`config.mk`:
```
export PLATFORM = sky130hd
export DESIGN_NAME = vdec_mc_ctrl_flat
export DESIGN_NICKNAME = d
export VERILOG_FILES = /design/src/rtl/vdec_mc_ctrl_if.sv /design/src/rtl/vdec_mc_ctrl.sv /design/src/flat_wrapper.sv
export SDC_FILE = /design/constraint.sdc
export NUM_CORES = 1
export LEC_CHECK = 0
export CELL_PAD_IN_SITES_DETAIL_PLACEMENT = 0
export CELL_PAD_IN_SITES_GLOBAL_PLACEMENT = 2
export CORE_ASPECT_RATIO = 2
export CORE_MARGIN = 2
export CORE_UTILIZATION = 31
export CTS_BUF_LIST = sky130_fd_sc_hd__clkbuf_4
export DETAILED_ROUTE_END_ITERATION = 8
export PLACE_DENSITY = 0.79
export REMOVE_ABC_BUFFERS = 1
export SYNTH_ARGS = -nofsm -noshare
export SYNTH_HDL_FRONTEND = slang
export SYNTH_SLANG_ARGS = --single-unit
```
`constraint.sdc`:
```
create_clock -name clk -period 1.8 [get_ports clk]
set_input_delay 0.27 -clock clk [delete_from_list [all_inputs] [get_ports clk]]
set_output_delay 0.27 -clock clk [all_outputs]
set_load 0.03 [all_outputs]
```
`src/rtl/vdec_mc_ctrl_if.sv`:
```
// Handshake bundle between the motion-compensation job controller and its
// requester / step engines.
interface vdec_mc_ctrl_if #(
  parameter int SEL_W = 2
);
  logic             start;
  logic [1:0]       mode;
  logic [SEL_W-1:0] crc_num;
  logic             abort;
  logic             fwd_start;
  logic             bwd_start;
  logic             crc_start;
  logic             ser_start;
  logic             fwd_done;
  logic             bwd_done;
  logic             crc_done;
  logic             ser_done;
  logic             crc_match;
  logic [SEL_W-1:0] crc_sel;
  logic             busy;
  logic             done;
  logic [1:0]       status;
  logic             pend_ovf;
  logic [2:0]       fsm_out;

  modport master (
    output start, mode, crc_num, abort,
    output fwd_done, bwd_done, crc_done, ser_done, crc_match,
    input  fwd_start, bwd_start, crc_start, ser_start,
    input  crc_sel, busy, done, status, pend_ovf, fsm_out
  );

  modport slave (
    input  start, mode, crc_num, abort,
    input  fwd_done, bwd_done, crc_done, ser_done, crc_match,
    output fwd_start, bwd_start, crc_start, ser_start,
    output crc_sel, busy, done, status, pend_ovf, fsm_out
  );
endinterface

```
`src/rtl/vdec_mc_ctrl.sv`:
```
// Job sequencer: FWD -> BWD -> (CRC candidates) -> SER -> FINISH, with a one-deep
// pending request. Define VDEC_MC_CTRL_TMO_EN to compile in the per-step watchdog.
module vdec_mc_ctrl #(
  parameter int          SEL_W   = 2,
  parameter int          TMO_W   = 16,
  parameter int unsigned TMO_MAX = 16'hFFFF
) (
  input logic           clk,
  input logic           rst_n,
  vdec_mc_ctrl_if.slave bus
);
  typedef enum logic [2:0] {
    S_IDLE   = 3'd0,
    S_FWD    = 3'd1,
    S_BWD    = 3'd2,
    S_CRC    = 3'd3,
    S_SER    = 3'd4,
    S_FINISH = 3'd5
  } state_e;

  state_e           state_q, state_d;
  logic [1:0]       status_q, status_d;
  logic [SEL_W-1:0] crc_sel_q, crc_sel_d;
  logic [1:0]       job_mode_q, job_mode_d;
  logic [SEL_W-1:0] job_num_q, job_num_d;
  logic             pend_q, pend_d;
  logic [1:0]       pend_mode_q, pend_mode_d;
  logic [SEL_W-1:0] pend_num_q, pend_num_d;
  logic             fwd_start_q, bwd_start_q, crc_start_q, ser_start_q, pend_ovf_q;
  logic             fwd_go, bwd_go, crc_go, ser_go, ovf_d;
  logic             tmo_hit;

`ifdef VDEC_MC_CTRL_TMO_EN
  logic [TMO_W-1:0] tmo_q, tmo_d;
  logic             in_step;

  assign in_step = (state_q == S_FWD) || (state_q == S_BWD) ||
                   (state_q == S_CRC) || (state_q == S_SER);
  // Hit one count early so the step occupies exactly TMO_MAX cycles.
  assign tmo_hit = in_step && (tmo_q == TMO_W'(TMO_MAX - 1));

  always_comb begin
    tmo_d = '0;
    if (in_step && (state_d == state_q) && !crc_go) tmo_d = tmo_q + TMO_W'(1);
  end

  always_ff @(posedge clk or negedge rst_n) begin
    if (!rst_n) tmo_q <= '0;
    else        tmo_q <= tmo_d;
  end
`else
  assign tmo_hit = 1'b0;
`endif

  always_comb begin
    state_d     = state_q;
    status_d    = status_q;
    crc_sel_d   = crc_sel_q;
    job_mode_d  = job_mode_q;
    job_num_d   = job_num_q;
    pend_d      = pend_q;
    pend_mode_d = pend_mode_q;
    pend_num_d  = pend_num_q;
    fwd_go      = 1'b0;
    bwd_go      = 1'b0;
    crc_go      = 1'b0;
    ser_go      = 1'b0;
    ovf_d       = 1'b0;

    case (state_q)
      S_IDLE: begin
        if (pend_q) begin
          job_mode_d = pend_mode_q;
          job_num_d  = pend_num_q;
          pend_d     = 1'b0;
          state_d    = S_FWD;
          fwd_go     = 1'b1;
          crc_sel_d  = '0;
        end else if (bus.start) begin
          job_mode_d = bus.mode;
          job_num_d  = bus.crc_num;
          state_d    = S_FWD;
          fwd_go     = 1'b1;
          crc_sel_d  = '0;
        end
      end
      S_FWD, S_BWD, S_CRC, S_SER: begin
        if (bus.abort) begin
          state_d  = S_FINISH;
          status_d = 2'b11;
        end else if (tmo_hit) begin
          state_d  = S_FINISH;
          status_d = 2'b10;
        end else begin
          case (state_q)
            S_FWD: if (bus.fwd_done) begin
              state_d = S_BWD;
              bwd_go  = 1'b1;
            end
            S_BWD: if (bus.bwd_done) begin
              if (job_mode_q == 2'b01 || job_mode_q == 2'b10) begin
                state_d   = S_CRC;
                crc_go    = 1'b1;
                crc_sel_d = '0;
              end else begin
                state_d = S_SER;
                ser_go  = 1'b1;
              end
            end
            S_CRC: if (bus.crc_done) begin
              if (bus.crc_match) begin
                state_d = S_SER;
                ser_go  = 1'b1;
              end else if (job_mode_q == 2'b10 && crc_sel_q != job_num_q) begin
                crc_go    = 1'b1;
                crc_sel_d = crc_sel_q + SEL_W'(1);
              end else begin
                state_d  = S_FINISH;
                status_d = 2'b01;
              end
            end
            default: if (bus.ser_done) begin
              state_d  = S_FINISH;
              status_d = 2'b00;
            end
          endcase
        end
      end
      default: state_d = S_IDLE;
    endcase

    // A start not taken directly from IDLE goes to the pending slot; in IDLE the
    // slot is being drained this cycle, so it can always absorb the new request.
    if (bus.start && !(state_q == S_IDLE && !pend_q)) begin
      if (pend_q && state_q != S_IDLE) begin
        ovf_d = 1'b1;
      end else begin
        pend_d      = 1'b1;
        pend_mode_d = bus.mode;
        pend_num_d  = bus.crc_num;
      end
    end
  end

  always_ff @(posedge clk or negedge rst_n) begin
    if (!rst_n) begin
      state_q     <= S_IDLE;
      status_q    <= 2'b00;
      crc_sel_q   <= '0;
      job_mode_q  <= 2'b00;
      job_num_q   <= '0;
      pend_q      <= 1'b0;
      pend_mode_q <= 2'b00;
      pend_num_q  <= '0;
      fwd_start_q <= 1'b0;
      bwd_start_q <= 1'b0;
      crc_start_q <= 1'b0;
      ser_start_q <= 1'b0;
      pend_ovf_q  <= 1'b0;
    end else begin
      state_q     <= state_d;
      status_q    <= status_d;
      crc_sel_q   <= crc_sel_d;
      job_mode_q  <= job_mode_d;
      job_num_q   <= job_num_d;
      pend_q      <= pend_d;
      pend_mode_q <= pend_mode_d;
      pend_num_q  <= pend_num_d;
      fwd_start_q <= fwd_go;
      bwd_start_q <= bwd_go;
      crc_start_q <= crc_go;
      ser_start_q <= ser_go;
      pend_ovf_q  <= ovf_d;
    end
  end

  assign bus.fwd_start = fwd_start_q;
  assign bus.bwd_start = bwd_start_q;
  assign bus.crc_start = crc_start_q;
  assign bus.ser_start = ser_start_q;
  assign bus.crc_sel   = crc_sel_q;
  assign bus.busy      = (state_q != S_IDLE);
  assign bus.done      = (state_q == S_FINISH);
  assign bus.status    = status_q;
  assign bus.pend_ovf  = pend_ovf_q;
  assign bus.fsm_out   = state_q;
endmodule

```
`src/flat_wrapper.sv`:
```
// flat-port wrapper written by rule: the top's interface ports become plain ports
module vdec_mc_ctrl_flat 
#(
  parameter int          SEL_W   = 2,
  parameter int          TMO_W   = 16,
  parameter int unsigned TMO_MAX = 16'hFFFF
)
  (clk, rst_n, bus_start, bus_mode, bus_crc_num, bus_abort, bus_fwd_done, bus_bwd_done, bus_crc_done, bus_ser_done, bus_crc_match, bus_fwd_start, bus_bwd_start, bus_crc_start, bus_ser_start, bus_crc_sel, bus_busy, bus_done, bus_status, bus_pend_ovf, bus_fsm_out);
  vdec_mc_ctrl_if #(.SEL_W(SEL_W)) bus_i ();
  input logic clk;
  input logic rst_n;
  input wire logic [$bits(bus_i.start)-1:0] bus_start;
  input wire logic [$bits(bus_i.mode)-1:0] bus_mode;
  input wire logic [$bits(bus_i.crc_num)-1:0] bus_crc_num;
  input wire logic [$bits(bus_i.abort)-1:0] bus_abort;
  input wire logic [$bits(bus_i.fwd_done)-1:0] bus_fwd_done;
  input wire logic [$bits(bus_i.bwd_done)-1:0] bus_bwd_done;
  input wire logic [$bits(bus_i.crc_done)-1:0] bus_crc_done;
  input wire logic [$bits(bus_i.ser_done)-1:0] bus_ser_done;
  input wire logic [$bits(bus_i.crc_match)-1:0] bus_crc_match;
  output wire logic [$bits(bus_i.fwd_start)-1:0] bus_fwd_start;
  output wire logic [$bits(bus_i.bwd_start)-1:0] bus_bwd_start;
  output wire logic [$bits(bus_i.crc_start)-1:0] bus_crc_start;
  output wire logic [$bits(bus_i.ser_start)-1:0] bus_ser_start;
  output wire logic [$bits(bus_i.crc_sel)-1:0] bus_crc_sel;
  output wire logic [$bits(bus_i.busy)-1:0] bus_busy;
  output wire logic [$bits(bus_i.done)-1:0] bus_done;
  output wire logic [$bits(bus_i.status)-1:0] bus_status;
  output wire logic [$bits(bus_i.pend_ovf)-1:0] bus_pend_ovf;
  output wire logic [$bits(bus_i.fsm_out)-1:0] bus_fsm_out;
  assign bus_i.start = bus_start;
  assign bus_i.mode = bus_mode;
  assign bus_i.crc_num = bus_crc_num;
  assign bus_i.abort = bus_abort;
  assign bus_i.fwd_done = bus_fwd_done;
  assign bus_i.bwd_done = bus_bwd_done;
  assign bus_i.crc_done = bus_crc_done;
  assign bus_i.ser_done = bus_ser_done;
  assign bus_i.crc_match = bus_crc_match;
  assign bus_fwd_start = bus_i.fwd_start;
  assign bus_bwd_start = bus_i.bwd_start;
  assign bus_crc_start = bus_i.crc_start;
  assign bus_ser_start = bus_i.ser_start;
  assign bus_crc_sel = bus_i.crc_sel;
  assign bus_busy = bus_i.busy;
  assign bus_done = bus_i.done;
  assign bus_status = bus_i.status;
  assign bus_pend_ovf = bus_i.pend_ovf;
  assign bus_fsm_out = bus_i.fsm_out;
  vdec_mc_ctrl #(.SEL_W(SEL_W), .TMO_W(TMO_W), .TMO_MAX(TMO_MAX)) u_core (.clk(clk), .rst_n(rst_n), .bus(bus_i));
endmodule
```
; Yosys cells after proc, flatten, opt, wreduce, memory -nomap -nowiden
; Cells that the tools add are included.
[word_totals]
mem_bits_ro = 0
elab_cells = 118
mem_bits_rw = 0
mem_count = 0
regBits = 21
latchBits = 0
[op_classes]
n_bitwise = 1
n_eq_ne = 25
mul = 0
magnitude_cmp = 0
addsub = 1
div = 0
n_shift = 0
mux = 59
reduce_logical = 19
[op_table]
columns = op, n
row1 = 2-to-1 mux 2 bit, 17
row2 = 2-to-1 mux 3 bit, 10
row3 = 2-to-1 mux 1 bit, 25
row4 = != test 3 bit (second input constant), 6
row5 = != test 4 bit (second input constant), 3
row6 = one-hot mux 2 bit (2 select lines), 3
row7 = AND reduction 6 bit, 2
row8 = != test 3 x 2 -> 1 bit (second input constant), 3
row9 = one-hot mux 3 bit (3 select lines), 1
row10 = AND reduction 9 bit, 1
row11 = == test 3 x 2 -> 1 bit (second input constant), 2
row12 = == test 3 bit (second input constant), 2
row13 = != test 6 x 3 -> 1 bit (second input constant), 1
row14 = one-hot mux 3 bit (2 select lines), 1
row15 = nonzero test 3 bit, 2
row16 = != test 5 bit (second input constant), 1
row17 = logical AND 1 bit, 4
row18 = one-hot mux 1 bit (2 select lines), 2
row19 = AND reduction 2 bit, 2
row20 = nonzero test 2 bit, 2
row21 = OR reduction 4 bit, 1
row22 = == test 3 x 1 -> 1 bit (second input constant), 1
row23 = zero test 3 bit, 1
row24 = != test 3 x 1 -> 1 bit (second input constant), 1
row25 = 10 further kinds, 11

; Depth between registers and ports, before layout
[logic_depth]
ltp_word = 8
mapped_depth = 6
mapped_depth_nobuf = 6

; Worst setup path before layout
; Ideal clock, no wire load.
[synth_path]
path_type = flip-flop to flip-flop
from = register u_core.state_q[2], in the netlist u_core.bus.fsm_out[2]
to = register u_core.pend_mode_q[0]
t_arrival_ns = 1.727
required_ns = 1.675
path_slack_ns = -0.052
setup_time_ns = 0.125
path_buffers = 1
stages_incl_launch_ff = 6
period_less_slack_ns = 1.852
cell_sequence = dfrtp_1 -> or3_1 -> buf_2 -> xor2_1 -> nand2_1 -> mux2_2
[synth_between]
elab_cells_between_ends = 8
classes_between = 1 x bitwise / 7 x reduce/logical
[synth_lines]
columns = element, line_no
row1 = start: declaration, vdec_mc_ctrl.sv:21  ; state_e state_q, state_d;
row2 = start signal: assignment, vdec_mc_ctrl.sv:161  ; state_q <= state_d;
row3 = nonzero test 3 bit, -
row4 = via bus_busy, flat_wrapper.sv:26  ; output wire logic [$bits(bus_i.busy)-1:0] bus_busy;
row5 = logical AND 1 bit, vdec_mc_ctrl.sv:135  ; if (pend_q && state_q != S_IDLE) begin
row6 = NOT 1 bit (no source line), -
row7 = AND reduction 2 bit (no source line), -
row8 = end signal: assignment, vdec_mc_ctrl.sv:167  ; pend_mode_q <= pend_mode_d;
row9 = end: declaration, vdec_mc_ctrl.sv:27  ; logic [1:0] pend_mode_q, pend_mode_d;
; The timed path passes the listed nets, and every way through them passes these cells.
; A chain may end at the register's enable or synchronous reset.

; Final worst setup path
[layout_path]
from = register u_core.state_q[2], in the netlist u_core.bus.fsm_out[2]
to = output bus_busy
[layout_between]
elab_chain_len = 1
[layout_rtl]
columns = element, line_no
row1 = nonzero test 3 bit, vdec_mc_ctrl.sv:182  ; assign bus.busy = (state_q != S_IDLE);
row2 = end: declaration, flat_wrapper.sv:26
; No other way between the ends.

==> results <==
-- per-layer routing --
metal | track usage [%] | share of wire, % | vias up
li1 | - | - | 535
met4 | 7.62 | 3.3 | 0
met2 | 30.0 | 58 | 23
met1 | 15.2 | 36 | 521
met5 | 0 | 0 | -
met3 | 1.29 | 2.6 | 6
-- kinds of logic after synthesis --
group / after synthesis
flops: 21
simple gates: 44
xor+xnor: 3
compound gates: 35
mux: 8
buf+inv: 14
fa+ha+maj: 2
-- worst reg2reg max path, cell delays in order, from the launching register on --
cell and delay [ns]:
sky130_fd_sc_hd__dfrtp_1 0.41, sky130_fd_sc_hd__buf_6 0.16, sky130_fd_sc_hd__nor4b_1 0.14, sky130_fd_sc_hd__or3_1 0.41
sky130_fd_sc_hd__a221oi_2 0.26, sky130_fd_sc_hd__a21boi_2 0.21, sky130_fd_sc_hd__o21bai_1 0.06
-- registers in the layout, indices dropped and copies added, names as in the netlist --
| name | flops |
|---|---|
| u_core.bus.fsm_out | 3 |
| u_core.bus.crc_sel | 2 |
| u_core.bus.status | 2 |
| u_core.job_mode_q | 2 |
| u_core.job_num_q | 2 |
| u_core.pend_mode_q | 2 |
| u_core.pend_num_q | 2 |
| u_core.bus.bwd_start | 1 |
| u_core.bus.crc_start | 1 |
| u_core.bus.fwd_start | 1 |
| u_core.bus.pend_ovf | 1 |
| u_core.bus.ser_start | 1 |
| u_core.pend_q | 1 |
-- through the flow --
step                power [mW]  hold WS, ns  TNS, ns  instances
floorplan                 1.74      -0.0256    -1.42        119
global placement          2.32        0.487  -0.0298        215
detailed placement        2.36        0.495   -0.101        215
CTS                       2.57        0.309        0        219
global route              2.79        0.323  -0.0284        219
finish                    2.61        0.297        0        219
-- cells in the final DEF (no fill, tap or decap), types with 2 or more instances in the layout --
cell type,netlist,layout
sky130_fd_sc_hd__clkdlybuf4s50_1,0,21
sky130_fd_sc_hd__dfrtp_1,21,21
sky130_fd_sc_hd__buf_4,3,19
sky130_fd_sc_hd__nor2_1,14,13
sky130_fd_sc_hd__a21oi_1,12,12
sky130_fd_sc_hd__inv_1,6,6
sky130_fd_sc_hd__o21ai_0,5,5
sky130_fd_sc_hd__nand2_1,4,4
sky130_fd_sc_hd__mux2_2,4,4
sky130_fd_sc_hd__mux2i_1,4,4
sky130_fd_sc_hd__or3_1,3,3
sky130_fd_sc_hd__nand3b_1,3,3
sky130_fd_sc_hd__nor4b_1,3,3
sky130_fd_sc_hd__nor3_1,3,3
sky130_fd_sc_hd__clkbuf_4,0,3
sky130_fd_sc_hd__dlygate4sd2_1,0,3
sky130_fd_sc_hd__nor2_2,1,2
sky130_fd_sc_hd__nor2b_1,2,2
sky130_fd_sc_hd__and2_1,2,2
sky130_fd_sc_hd__and3_1,2,2
sky130_fd_sc_hd__nand3_1,2,2
sky130_fd_sc_hd__xnor2_1,2,2
sky130_fd_sc_hd__o21a_1,2,2
sky130_fd_sc_hd__nand2b_1,2,2
sky130_fd_sc_hd__a22oi_1,2,2
-- area by class of cell --
| class | instances | area [sq um] |
|---|---|---|
| fillers | 398 | 2120 |
| well taps | 51 | 63.8 |
| multi-input cells | 92 | 643 |
| clock buffers | 3 | 22.5 |
| repair buffers | 45 | 402 |
| flip-flops and latches | 21 | 526 |
| clock inverters | 1 | 5.00 |
| inverters | 6 | 22.5 |
-- what timing repair did --
action | CTS | global route
setup buffers | 0 | 0
resized for setup | 6 | 6
setup endpoints to repair | 4 | 7
-- final timing paths --
kind                                        from                     to  slack [ns]  cells after the start
setup reg to reg           u_core.bus.fsm_out[0]  u_core.bus.fsm_out[1]        0.05                      6
hold / removal                             rst_n   u_core.bus.crc_start        0.30                      2
hold reg to reg            u_core.pend_mode_q[1]  u_core.pend_mode_q[1]        0.52                      1
setup / recovery           u_core.bus.fsm_out[2]               bus_busy        0.02                      2
max in group asynchronous                  rst_n   u_core.job_mode_q[0]        1.28                      2
min in group clk           u_core.pend_mode_q[1]  u_core.pend_mode_q[1]        0.52                      1
-- power by group through the flow --
stage / Combinational (mW) / Clock (mW) / Sequential (mW)
CTS: 1.59 / 0.243 / 0.743
floorplan: 0.735 / 0 / 1.00
detailed placement: 1.61 / 0 / 0.755
global placement: 1.58 / 0 / 0.745
global route: 1.78 / 0.253 / 0.762
finish: 1.63 / 0.237 / 0.743
==> out/results.txt <==
The flow ran to the end, and the final reports show no timing, DRC or antenna violations. The maximum level of the CTS H-tree was 1. TritonCTS built the clock tree.

Summing the areas of all compound-gate instances in the mapped netlist gives 20.1% of the synthesized area. The most common cell in the synthesized netlist was sky130_fd_sc_hd__dfrtp_1. Per report_power, the clock group accounts for 9.1% of the total. Global routing consumed, over all layers together, 15.1% of the routing resources.

The routed layout has 1085 vias. The worst slack after detailed placement was -0.0730 ns; the instance area after placement was 1630 sq um. VDD sags by at most 1040 uV. The floorplan step set the die width to 48.3 um. The critical path is of the reg -> out type.

The worst path meets setup with 0.0181 ns of slack. In this run the remaining antenna-violating nets after routing total 0. Dividing the detail-routed via count by the number of cells gives 4.95. The average size of a mapped cell came out at 9.59 sq um. STA classifies the critical path endpoint as a primary output. The worst hold path class was in -> async.

Grouping stages by cell kind, the critical path spends the most delay in simple AND/OR/NAND/NOR gates. The shortest period the worst path allows came out at 1.78 ns. TritonCTS buffer count: 3. Counting instances in the post-synthesis netlist gives the leading cell types as sky130_fd_sc_hd__dfrtp_1, sky130_fd_sc_hd__nor2_1, sky130_fd_sc_hd__a21oi_1, sky130_fd_sc_hd__inv_1, sky130_fd_sc_hd__o21ai_0. Traced cell by cell, the critical path runs through or3_1 -> clkdlybuf4s15_2.

In this run, synthesis produced a sequential element count of 21. Between clock sinks in the finished design, the worst skew comes to 0.00375 ns. 0 antenna diodes ended up in the layout. The worst setup path is launched from a flop.

Summed over all instances, the cell type with the most area after synthesis is sky130_fd_sc_hd__dfrtp_1. The net switching power of the design is 1.16 mW, and the top cell type's share of synthesized area is 43.2%. For this design, the slowest cell found on the critical path is sky130_fd_sc_hd__or3_1. The share of synthesized cell area in and, or, nand and nor gates is 19.6%, and the leakage dissipation is 0.725 nW. For the post-synthesis sequential area ratio, the log shows 43.2%. In the synthesized netlist the async set-or-reset flop fraction comes to 100%. In this run the standard cell core region covers 3800 sq um. For the remaining global-route overflow, the log shows 0. Yosys printed 0 warnings.

The headroom to the max-slew limit came out at 74.4%. The achievable frequency was 561 MHz; the share of the clock period used by the worst path after layout was 99.0%. Cells fill 44.3% of the core in the end.

Setup repair after global routing could not meet its margin everywhere. The number of global-route vias before repair was 1135; the wire length of the first global-routing pass was 5.20 mm. Pin placement for this block handled 27 I/O pins. The number of cells produced by synthesis came out at 127.

The overall routed net length is 3.20 mm. Setup violations remaining at the end of the flow were counted as 0. The number of hold buffers added after CTS was 0. Measured along the y axis, the die boundary spans 92.6 um.

The number of hold-slack violations in the final timing report came out at 0. In this run, the combinational gates consume 62.4% of the power. The run gives 1220 sq um as the cell area after synthesis.

For this run, the leading register cell type out of synthesis is sky130_fd_sc_hd__dfrtp_1. The count of distinct cell types in the synthesized netlist was 45; the count of buffers from port buffering was 26. The clock edge transition at the registers on the reported setup and hold paths was 0.13 ns; the internal power summed over all cells was 1.45 mW.

In the final design database the tool counted 183 nets. The power per cell area works out to 1550 nW/um^2. Data on the critical path is required at its endpoint by 1.53 ns. The logs give 0.854 for the final RePlAce weighted congestion and 0.30 ns for the clock latency on the worst-skew pair.

The cell row count was 32; the number of antenna violations at the first check in global routing was 0. The parity-gate share of the synthesized area counting xor and xnor cells was 2.16%; the pin slew with the least headroom to its limit was 0.378 ns. The final instance area was 1680 sq um. The fraction of power spent switching nets is 44.3%.

Maximum number of pins on one net before global-route repair: 22. The clock drives 21 sinks. The maximum clock path buffer count was 2.

The initial cell density of the core came out at 32.0%. After legalization and detailed placement, the total HPWL measured 2.53 mm. In this run, synthesis inferred 0 flip-flops with an integrated enable.

The count of buffer and inverter cells on the critical path works out to 1. In the final routed layout, each cell accounts on average for 14.6 um. Before antenna repair, the detailed router went through 2 iterations. Area share of fa/ha/maj cells after synthesis: 1.85%. In the routed design, unresolved DRC markers number 0.

From synthesis to final layout, the design area changed by 38.3%. The floorplan step defined a die boundary enclosing 4470 sq um. The number of maximum-capacitance violations was 0.

In this run the worst path has a maximum fanout of 6. The cell sitting at the root of the clock tree is a sky130_fd_sc_hd__clkbuf_4. The number of max-slew violations in the final report came out at 0. Multiplexer cells account for 6.99% of the synthesized area. After synthesis, the cell types taking the most area are sky130_fd_sc_hd__dfrtp_1, sky130_fd_sc_hd__a21oi_1, sky130_fd_sc_hd__nor2_1.

The DRC marker count from the first detailed-route iteration was 22. The post-route netlist has 23.2% of its cells at a drive strength greater than 1. For the worst setup path, the data arrival time is 1.51 ns.

The delay of the slowest critical-path stage came out at 0.49 ns. By area, the combinational part of the netlist is dominated by compound AO/OA/AOI/OAI gates. In this run, flip-flops and latches consume 28.5% of the power.
Note: power is estimated with default switching activity, not from simulation.
